===== config.mk =====
export PLATFORM = sky130hd
export DESIGN_NAME = ptc_lock_ctrl_flat
export DESIGN_NICKNAME = d
export VERILOG_FILES = /design/src/rtl/ptc_lock_ctrl_pkg.sv /design/src/rtl/ptc_lock_ctrl_if.sv /design/src/rtl/ptc_settle_timer.sv /design/src/rtl/ptc_lock_ctrl.sv /design/src/flat_wrapper.sv
export SDC_FILE = /design/constraint.sdc
export NUM_CORES = 1
export LEC_CHECK = 0
export CELL_PAD_IN_SITES_DETAIL_PLACEMENT = 1
export CELL_PAD_IN_SITES_GLOBAL_PLACEMENT = 1
export CORE_MARGIN = 5
export CORE_UTILIZATION = 45
export DETAILED_ROUTE_END_ITERATION = 6
export GPL_ROUTABILITY_DRIVEN = 0
export HOLD_SLACK_MARGIN = 0.1
export PLACE_DENSITY = 0.78
export SYNTH_ARGS = -nofsm -noshare
export SYNTH_HDL_FRONTEND = slang
export SYNTH_SLANG_ARGS = --single-unit

===== constraint.sdc =====
create_clock -name CLK_exit -period 5.7 [get_ports CLK_exit]
set_input_delay 1.14 -clock CLK_exit [delete_from_list [all_inputs] [get_ports CLK_exit]]
set_output_delay 1.14 -clock CLK_exit [all_outputs]
set_load 0.1 [all_outputs]

===== src/rtl/ptc_lock_ctrl_pkg.sv =====
// Shared types and default parameters for the FMDLL phase-tracking lock controller.
package ptc_pkg;
  typedef enum logic [1:0] {
    IDLE   = 2'd0,
    SEARCH = 2'd1,
    TRACK  = 2'd2,
    HOLD   = 2'd3
  } ptc_state_e;

  localparam int PTC_WIDTH      = 10;
  localparam int PTC_SETTLE     = 4;
  localparam int PTC_LOSS_LIMIT = 4;
endpackage


===== src/rtl/ptc_lock_ctrl_if.sv =====
// Phase-detector / delay-line side of the lock controller.
interface ptc_lock_ctrl_if
  import ptc_pkg::*;
#(
  parameter int WIDTH = PTC_WIDTH
);
  logic             start;
  logic             track_en;
  logic             comp;
  logic [WIDTH-1:0] code;
  logic             pd_rst;
  logic             busy;
  logic             locked;
  logic             done;
  logic             relock;

  modport master (output start, track_en, comp,
                  input  code, pd_rst, busy, locked, done, relock);
  modport slave  (input  start, track_en, comp,
                  output code, pd_rst, busy, locked, done, relock);
endinterface


===== src/rtl/ptc_settle_timer.sv =====
// Modulo-SETTLE trial timer; parked at cycle 0 whenever the loop is not running.
module ptc_settle_timer
  import ptc_pkg::*;
#(
  parameter int SETTLE = PTC_SETTLE
) (
  input  logic clk,
  input  logic rst_n,
  input  logic run,
  output logic trial_start,
  output logic trial_end
);
  localparam int CW = $clog2(SETTLE);

  logic [CW-1:0] cnt;

  always_ff @(posedge clk or negedge rst_n) begin
    if (!rst_n)                                cnt <= '0;
    else if (!run || cnt == CW'(SETTLE - 1))   cnt <= '0;
    else                                       cnt <= cnt + 1'b1;
  end

  assign trial_start = run && (cnt == '0);
  assign trial_end   = run && (cnt == CW'(SETTLE - 1));
endmodule


===== src/rtl/ptc_lock_ctrl.sv =====
// SAR search plus +/-1 tracking lock controller with loss-of-lock re-search.
module ptc_lock_ctrl
  import ptc_pkg::*;
#(
  parameter int WIDTH      = PTC_WIDTH,
  parameter int SETTLE     = PTC_SETTLE,
  parameter int LOSS_LIMIT = PTC_LOSS_LIMIT
) (
  input  logic             CLK_exit,
  input  logic             rst_n,
  ptc_lock_ctrl_if.slave   bus
);
  localparam int BW = $clog2(WIDTH);
  localparam int RW = $clog2(LOSS_LIMIT + 1);
  localparam logic [WIDTH-1:0] MID = WIDTH'(1) << (WIDTH - 1);

  ptc_state_e       state;
  logic [WIDTH-1:0] code_q;
  logic             pd_rst_q, busy_q, locked_q, done_q, relock_q;
  logic [BW-1:0]    bit_idx;
  logic [RW-1:0]    run;
  logic             dir;
  logic             start_q;
  logic             trial_start, trial_end;

  ptc_settle_timer #(.SETTLE(SETTLE)) u_timer (
    .clk         (CLK_exit),
    .rst_n       (rst_n),
    .run         (state == SEARCH || state == TRACK),
    .trial_start (trial_start),
    .trial_end   (trial_end)
  );

  // SAR: decide the current bit, then trial the next lower one (none after bit 0).
  logic [WIDTH-1:0] sar_mask, code_sar, code_step;
  logic [RW-1:0]    run_nxt;
  logic             loss;

  assign sar_mask  = WIDTH'(1) << bit_idx;
  assign code_sar  = (bus.comp ? code_q : (code_q & ~sar_mask)) | (sar_mask >> 1);
  assign code_step = bus.comp ? ((&code_q)      ? code_q : code_q + 1'b1)
                              : ((code_q == '0) ? code_q : code_q - 1'b1);
  // A saturated step still counts toward the run in its direction.
  assign run_nxt   = (run == '0 || dir == bus.comp) ? run + 1'b1 : RW'(1);
  assign loss      = (run_nxt == RW'(LOSS_LIMIT));

  always_ff @(posedge CLK_exit or negedge rst_n) begin
    if (!rst_n) begin
      state    <= IDLE;
      code_q   <= '0;
      pd_rst_q <= 1'b1;
      busy_q   <= 1'b0;
      locked_q <= 1'b0;
      done_q   <= 1'b0;
      relock_q <= 1'b0;
      bit_idx  <= '0;
      run      <= '0;
      dir      <= 1'b0;
      start_q  <= 1'b0;
    end else begin
      start_q  <= bus.start;
      done_q   <= 1'b0;
      relock_q <= 1'b0;
      case (state)
        IDLE, HOLD: begin
          pd_rst_q <= 1'b1;
          if (start_q) begin
            state    <= SEARCH;
            code_q   <= MID;
            bit_idx  <= BW'(WIDTH - 1);
            busy_q   <= 1'b1;
            locked_q <= 1'b0;
            run      <= '0;
          end
        end
        SEARCH: begin
          if (trial_end) begin
            pd_rst_q <= 1'b1;
            code_q   <= code_sar;
            if (bit_idx == '0) begin
              done_q   <= 1'b1;
              locked_q <= 1'b1;
              busy_q   <= 1'b0;
              run      <= '0;
              state    <= bus.track_en ? TRACK : HOLD;
            end else begin
              bit_idx <= bit_idx - 1'b1;
            end
          end else if (trial_start) begin
            pd_rst_q <= 1'b0;
          end
        end
        TRACK: begin
          if (trial_end) begin
            pd_rst_q <= 1'b1;
            if (loss || start_q) begin
              relock_q <= loss;
              locked_q <= 1'b0;
              state    <= SEARCH;
              code_q   <= MID;
              bit_idx  <= BW'(WIDTH - 1);
              busy_q   <= 1'b1;
              run      <= '0;
            end else if (!bus.track_en) begin
              state <= HOLD;
              run   <= '0;
            end else begin
              code_q <= code_step;
              run    <= run_nxt;
              dir    <= bus.comp;
            end
          end else if (trial_start) begin
            pd_rst_q <= 1'b0;
          end
        end
        default: state <= IDLE;
      endcase
    end
  end

  assign bus.code   = code_q;
  assign bus.pd_rst = pd_rst_q;
  assign bus.busy   = busy_q;
  assign bus.locked = locked_q;
  assign bus.done   = done_q;
  assign bus.relock = relock_q;
endmodule

===== src/flat_wrapper.sv =====
// flat-port wrapper written by rule: the top's interface ports become plain ports
module ptc_lock_ctrl_flat import ptc_pkg::*;
#(
  parameter int WIDTH      = PTC_WIDTH,
  parameter int SETTLE     = PTC_SETTLE,
  parameter int LOSS_LIMIT = PTC_LOSS_LIMIT
)
  (CLK_exit, rst_n, bus_start, bus_track_en, bus_comp, bus_code, bus_pd_rst, bus_busy, bus_locked, bus_done, bus_relock);
  ptc_lock_ctrl_if #(.WIDTH(WIDTH)) bus_i ();
  input  logic CLK_exit;
  input  logic rst_n;
  input wire logic [$bits(bus_i.start)-1:0] bus_start;
  input wire logic [$bits(bus_i.track_en)-1:0] bus_track_en;
  input wire logic [$bits(bus_i.comp)-1:0] bus_comp;
  output wire logic [$bits(bus_i.code)-1:0] bus_code;
  output wire logic [$bits(bus_i.pd_rst)-1:0] bus_pd_rst;
  output wire logic [$bits(bus_i.busy)-1:0] bus_busy;
  output wire logic [$bits(bus_i.locked)-1:0] bus_locked;
  output wire logic [$bits(bus_i.done)-1:0] bus_done;
  output wire logic [$bits(bus_i.relock)-1:0] bus_relock;
  assign bus_i.start = bus_start;
  assign bus_i.track_en = bus_track_en;
  assign bus_i.comp = bus_comp;
  assign bus_code = bus_i.code;
  assign bus_pd_rst = bus_i.pd_rst;
  assign bus_busy = bus_i.busy;
  assign bus_locked = bus_i.locked;
  assign bus_done = bus_i.done;
  assign bus_relock = bus_i.relock;
  ptc_lock_ctrl #(.WIDTH(WIDTH), .SETTLE(SETTLE), .LOSS_LIMIT(LOSS_LIMIT)) u_core (.CLK_exit(CLK_exit), .rst_n(rst_n), .bus(bus_i));
endmodule

**Yosys cells after proc, flatten, opt, wreduce, memory -nomap -nowiden**

Index checks and enable logic that the tools add are counted.

- Register bits after elaboration: 28
- Input port bits: 5
- Output and inout port bits: 15
- Logic and storage cells: 114

- Add/subtract/negate cells: 5
- Eq/ne operators: 17
- Shifts and indexed selects: 1
- Muxes and demuxes: 54
- Bitwise logic cells: 4
- Reductions and logical operators: 21

Operators with widths:

| operator | number |
|---|---|
| two-way mux 10 bit | 9 |
| one-hot mux 10 bit (3 select lines) | 1 |
| two-way mux 3 bit | 7 |
| two-way mux 4 bit | 5 |
| two-way mux 1 bit | 19 |
| AND reduction 5 bit | 3 |
| two-way mux 2 bit | 7 |
| one-hot mux 4 bit (3 select lines) | 1 |
| adder 10 x 1 -> 10 bit, second input constant | 1 |
| AND 10 bit | 1 |
| zero test 10 bit | 1 |
| NOT 10 bit | 1 |
| bitwise OR 10 x 9 -> 10 bit | 1 |
| AND reduction 10 bit | 1 |
| << shifter 1 x 4 -> 10 bit, first input constant | 1 |
| subtractor 10 x 1 -> 10 bit, second input constant | 1 |
| one-hot mux 3 bit (3 select lines) | 1 |
| != test 4 bit, second input constant | 2 |
| AND reduction 4 bit | 2 |
| == test 2 bit, second input constant | 3 |
| != test 2 x 1 -> 1 bit, second input constant | 3 |
| != test 2 bit, second input constant | 3 |
| != test 3 bit, second input constant | 2 |
| one-hot mux 1 bit (3 select lines) | 2 |
| other kinds (18) | 24 |

**Longest topological paths before layout**

- Depth after elaboration: 8
- Depth in mapped cells: 10
- Gate-level depth less buffers: 8

**Modules after synthesis**

A second synthesis with hierarchy kept.

- Cells, all modules: 241
- Area total of the unflattened synthesis: 2183.3 sq um

Modules (own cells, without submodules):

| module | times used | cells each | area an instance (sq um) |
|---|---|---|---|
| ptc_lock_ctrl | 1 | 231 | 2065.7 |
| ptc_settle_timer | 1 | 10 | 117.6 |

**Least setup slack after synthesis**

OpenSTA, ideal clock, no wires.

- Path kind: input to register
- Start: input port bus_comp
- End: register u_core.code_q[8], in the netlist u_core.bus.code[8]
- Setup time: 0.122 ns
- Arrival time: 2.882 ns
- Data required time: 5.578 ns
- Path slack: 2.696 ns
- Cell stages on the path: 9
- Path buffers: 1
- Cells stage by stage: buf_6 inv_1 fa_1 a211oi_1 o21ai_0 a31oi_1 xor2_1 o22ai_1 a22o_1

- Longest elaborated chain between the ends: 8

RTL lines:

| item | line | text |
|---|---|---|
| start, declared | flat_wrapper.sv:14 | `input wire logic [$bits(bus_i.comp)-1:0] bus_comp;` |
| == test 1 bit | ptc_lock_ctrl.sv:44 | `assign run_nxt = (run == '0 \|\| dir == bus.comp) ? run + 1'b1 : RW'(1);` |
| logical OR 1 bit | ptc_lock_ctrl.sv:44 |  |
| two-way mux 3 bit | ptc_lock_ctrl.sv:44 |  |
| == test 3 bit | ptc_lock_ctrl.sv:45 | `assign loss = (run_nxt == RW'(LOSS_LIMIT));` |
| logical OR 1 bit | ptc_lock_ctrl.sv:96 | `if (loss \|\| start_q) begin` |
| two-way mux 10 bit | ptc_lock_ctrl.sv:96 |  |
| two-way mux 10 bit | ptc_lock_ctrl.sv:94 | `if (trial_end) begin` |
| one-hot mux 10 bit (3 select lines) | ptc_lock_ctrl.sv:64 | `case (state)` |
| end signal, assigned | ptc_lock_ctrl.sv:79 | `code_q <= code_sar;` |
| end signal, assigned | ptc_lock_ctrl.sv:108 | `code_q <= code_step;` |
| end, declared | ptc_lock_ctrl.sv:18 | `logic [WIDTH-1:0] code_q;` |

Several ways; a longest one is shown, not always the timed one. The select of a mux whose other input is x is not followed.
A chain may end at the register's enable or synchronous reset.

**Worst setup path after layout**

- Start: input port bus_comp
- End: register u_core.code_q[6], in the netlist u_core.bus.code[6]

Same word-level chain as after synthesis.

==> metrics.cfg <==
[status]
status=finished clean

[global_route]
grt_overflow_total=0
grt_pass1_vias=1917
grt.total_usage_pct=19.5
antenna_found_initial=0
grt_max_degree=29
grt_first_pass_wirelength_um=9760

[sta]
drv_slew=0
period_needed_ns=3.75
post-route-period-util_pct=65.9
setup_violations=0
finalClockSkew_ns=0.00405
rsz0062_at_grt=no
hold_violations=0
tns_ns=0
worst_slew_pin_slew_ns=0.992
max_slew_margin_pct=33.6
setup_slack_ns=1.95
fmax_mhz=266

[logic_synthesis]
synth_edf_count=0
syn_area_sq_um=2050
syn_avg_cell_area_sq_um=8.97
synth_flop_cell=dfrtp_1
synth_warnings=0
ys_types=49
syn-num-nets=254
ys_seq_area_share_pct=34.2
ys_ff_latch=28
ys_async_sr_fraction_pct=100
syn_inst=229

[detailed_routing]
drt_iter0_drc=110
viasPerCell=6.16
drcViolationCount=0
wl_um=5650
drtPass1Iterations=4
via_count=1843
ant_nets=0
detail_route.wl_per_cell_um=18.9

[critical_path]
r2r_setup_slack_ns=2.71
cp_cell_sequence=clkdlybuf4s50_1 > inv_1 > fa_1 > a211oi_1 > nor2_1 > o22ai_1 > xor2_1 > o22ai_1 > a22o_1
critPathLaunch=bus_comp
r2r_start=u_core.state[0]
critical_path.slowest_cell=clkdlybuf4s50_1
start_kind=input pin
reg2reg_depth=7
crit_top_cell=o22ai_1
r2r_end=u_core.bus.code[3]
endpoint_kind=register
crit_fanout=10
worst_ep_arrival_time_ns=3.94
endpoint=u_core.bus.code[6]
worst-setup-path-type=in2reg
required_ns=5.88
critical_path.max_stage_delay_ns=0.73

[clock_tree]
cts.hold.buffers_added=0
cts_resized=0
clockBufferDepth=2
htreeDepth=1
root_buffer=clkbuf_8
post_cts_buffers=0
path_clk_slew_ns=0.11
worstSkewPairLatency_ns=0.28
cts_inserted_buffers=3
clock_sinks=28
cts_tree=yes

[finish]
syn_to_final_growth_pct=14.4
final_nets=273
drive_gt1_share_pct=5.26
antenna_cells=0
mostFrequentLayoutCell=dfrtp_1
final_cell_mix=dfrtp_1 (27), nand2_1 (23), ha_1 (19), clkdlybuf4s50_1 (19), nor2_1 (17)

[floorplan]
die_h_um=77.6
io_pins=20
num_rows=24
die_w_um=77.6
core_area_sq_um=4380
die-area_sq_um=6020
initial_utilization_pct=46.9

[pwr]
ir_drop_v=0.000272
leakagePower_uw=0.00100
power_density_nw_per_um2=589

[min_path]
hp-class=reg2reg

[placement]
place_ws_ns=1.67
io_buffers=19
dp_hpwl_um=4230

[flow_run]
drv_cap=0

## Yosys cell counts (all sizes together), types with 2 or more instances
cell | number | area share (%)
mux2 | 2 | 1.1
o22ai | 8 | 2.4
buf | 3 | 1.3
a31oi | 2 | 0.61
nand4 | 2 | 0.61
nor3 | 4 | 0.97
a21oi | 11 | 2.7
nand2 | 23 | 4.2
o22a | 2 | 0.85
nand2b | 4 | 1.2
nor2b | 4 | 1.2
xnor2 | 3 | 1.3
nand3 | 7 | 1.7
a211oi | 5 | 1.8
ha | 19 | 12
o32ai | 4 | 1.7
a21o | 3 | 1.1
dfrtp | 27 | 33
nor4 | 2 | 0.61
o21ai | 19 | 4.6
a22oi | 8 | 2.9
clkbuf | 3 | 0.55
a22o | 8 | 3.4
inv | 13 | 2.4
xor2 | 6 | 2.9
nor2 | 19 | 3.7
## layer usage
metal	part of all wire, %	vias up	global-route usage, %
met4	1.2	0	4.64
met2	45	37	30.8
li1	-	884	-
met3	3.7	8	2.43
met5	0	-	0
met1	50	914	28.5
## where the power goes
group / switching (uW) / internal, uW
clock: 71.2 / 94.2
sequential: 85.1 / 257
combinational: 605 / 272
total: 761 / 623
## critical path: cells and delay by family
kind                       cells  cell delay (ns)
adders and majority gates      1             0.48
AOI/OAI and AO/OA              4             0.88
and+or+nand+nor                1             0.16
buffers and inverters          2             1.04
xor gates and xnor gates       1             0.23
## sequential cells by signal (all words and copies together) (netlist names)
register / flops
u_core.bus.code: 10
u_core.bit_idx: 4
u_core.run: 3
u_core.state: 2
u_core.u_timer.cnt: 2
u_core.bus.busy: 1
u_core.bus.done: 1
u_core.bus.locked: 1
u_core.bus.pd_rst: 1
u_core.bus.relock: 1
u_core.dir: 1
u_core.start_q: 1
## final cells by class
type                    instances  area, sq um
clock inverters                 1         30.0
repair buffers                 20          198
inverters                      13         48.8
flip-flops and latches         28          702
fillers                       530         2030
clock buffers                   3         41.3
well taps                      52         65.1
multi-input cells             182         1260
## stage by stage
step | hold slack [ns] | area [sq um] | util, % | total power, uW | instances
global placement | 0.459 | 2280 | 52.0 | 1190 | 295
global route | 0.525 | 2350 | 53.6 | 1480 | 299
detailed placement | 0.475 | 2280 | 52.0 | 1210 | 295
CTS | 0.492 | 2350 | 53.6 | 1380 | 299
floorplan | 0.441 | 2050 | - | 1010 | 229
finish | 0.482 | 2350 | 53.6 | 1380 | 299
## cells by family after synthesis
logic type | Yosys count | synth area share, %
AO/OA/AOI/OAI | 79 | 26.9
XOR/XNOR | 9 | 4.20
adder cells (fa/ha/maj) | 20 | 12.5
buffers and inverters | 19 | 4.26
flip-flops | 28 | 34.2
multiplexers | 3 | 1.58
AND/OR/NAND/NOR | 71 | 16.3
## how the worst min path moves through the flow
stage | start | endpoint | slack, ns | cells after the start
2_1_floorplan | u_core.u_timer.cnt[0] | u_core.u_timer.cnt[0] | 0.44 | 1
3_3_place_gp | u_core.bus.pd_rst | u_core.bus.pd_rst | 0.46 | 2
3_5_place_dp | u_core.bus.pd_rst | u_core.bus.pd_rst | 0.48 | 2
4_1_cts | u_core.bus.pd_rst | u_core.bus.pd_rst | 0.49 | 2
5_1_grt | u_core.bus.pd_rst | u_core.bus.pd_rst | 0.53 | 2
6_report | u_core.bus.pd_rst | u_core.bus.pd_rst | 0.48 | 2
No activity file was read; power rests on OpenSTA's default activity.
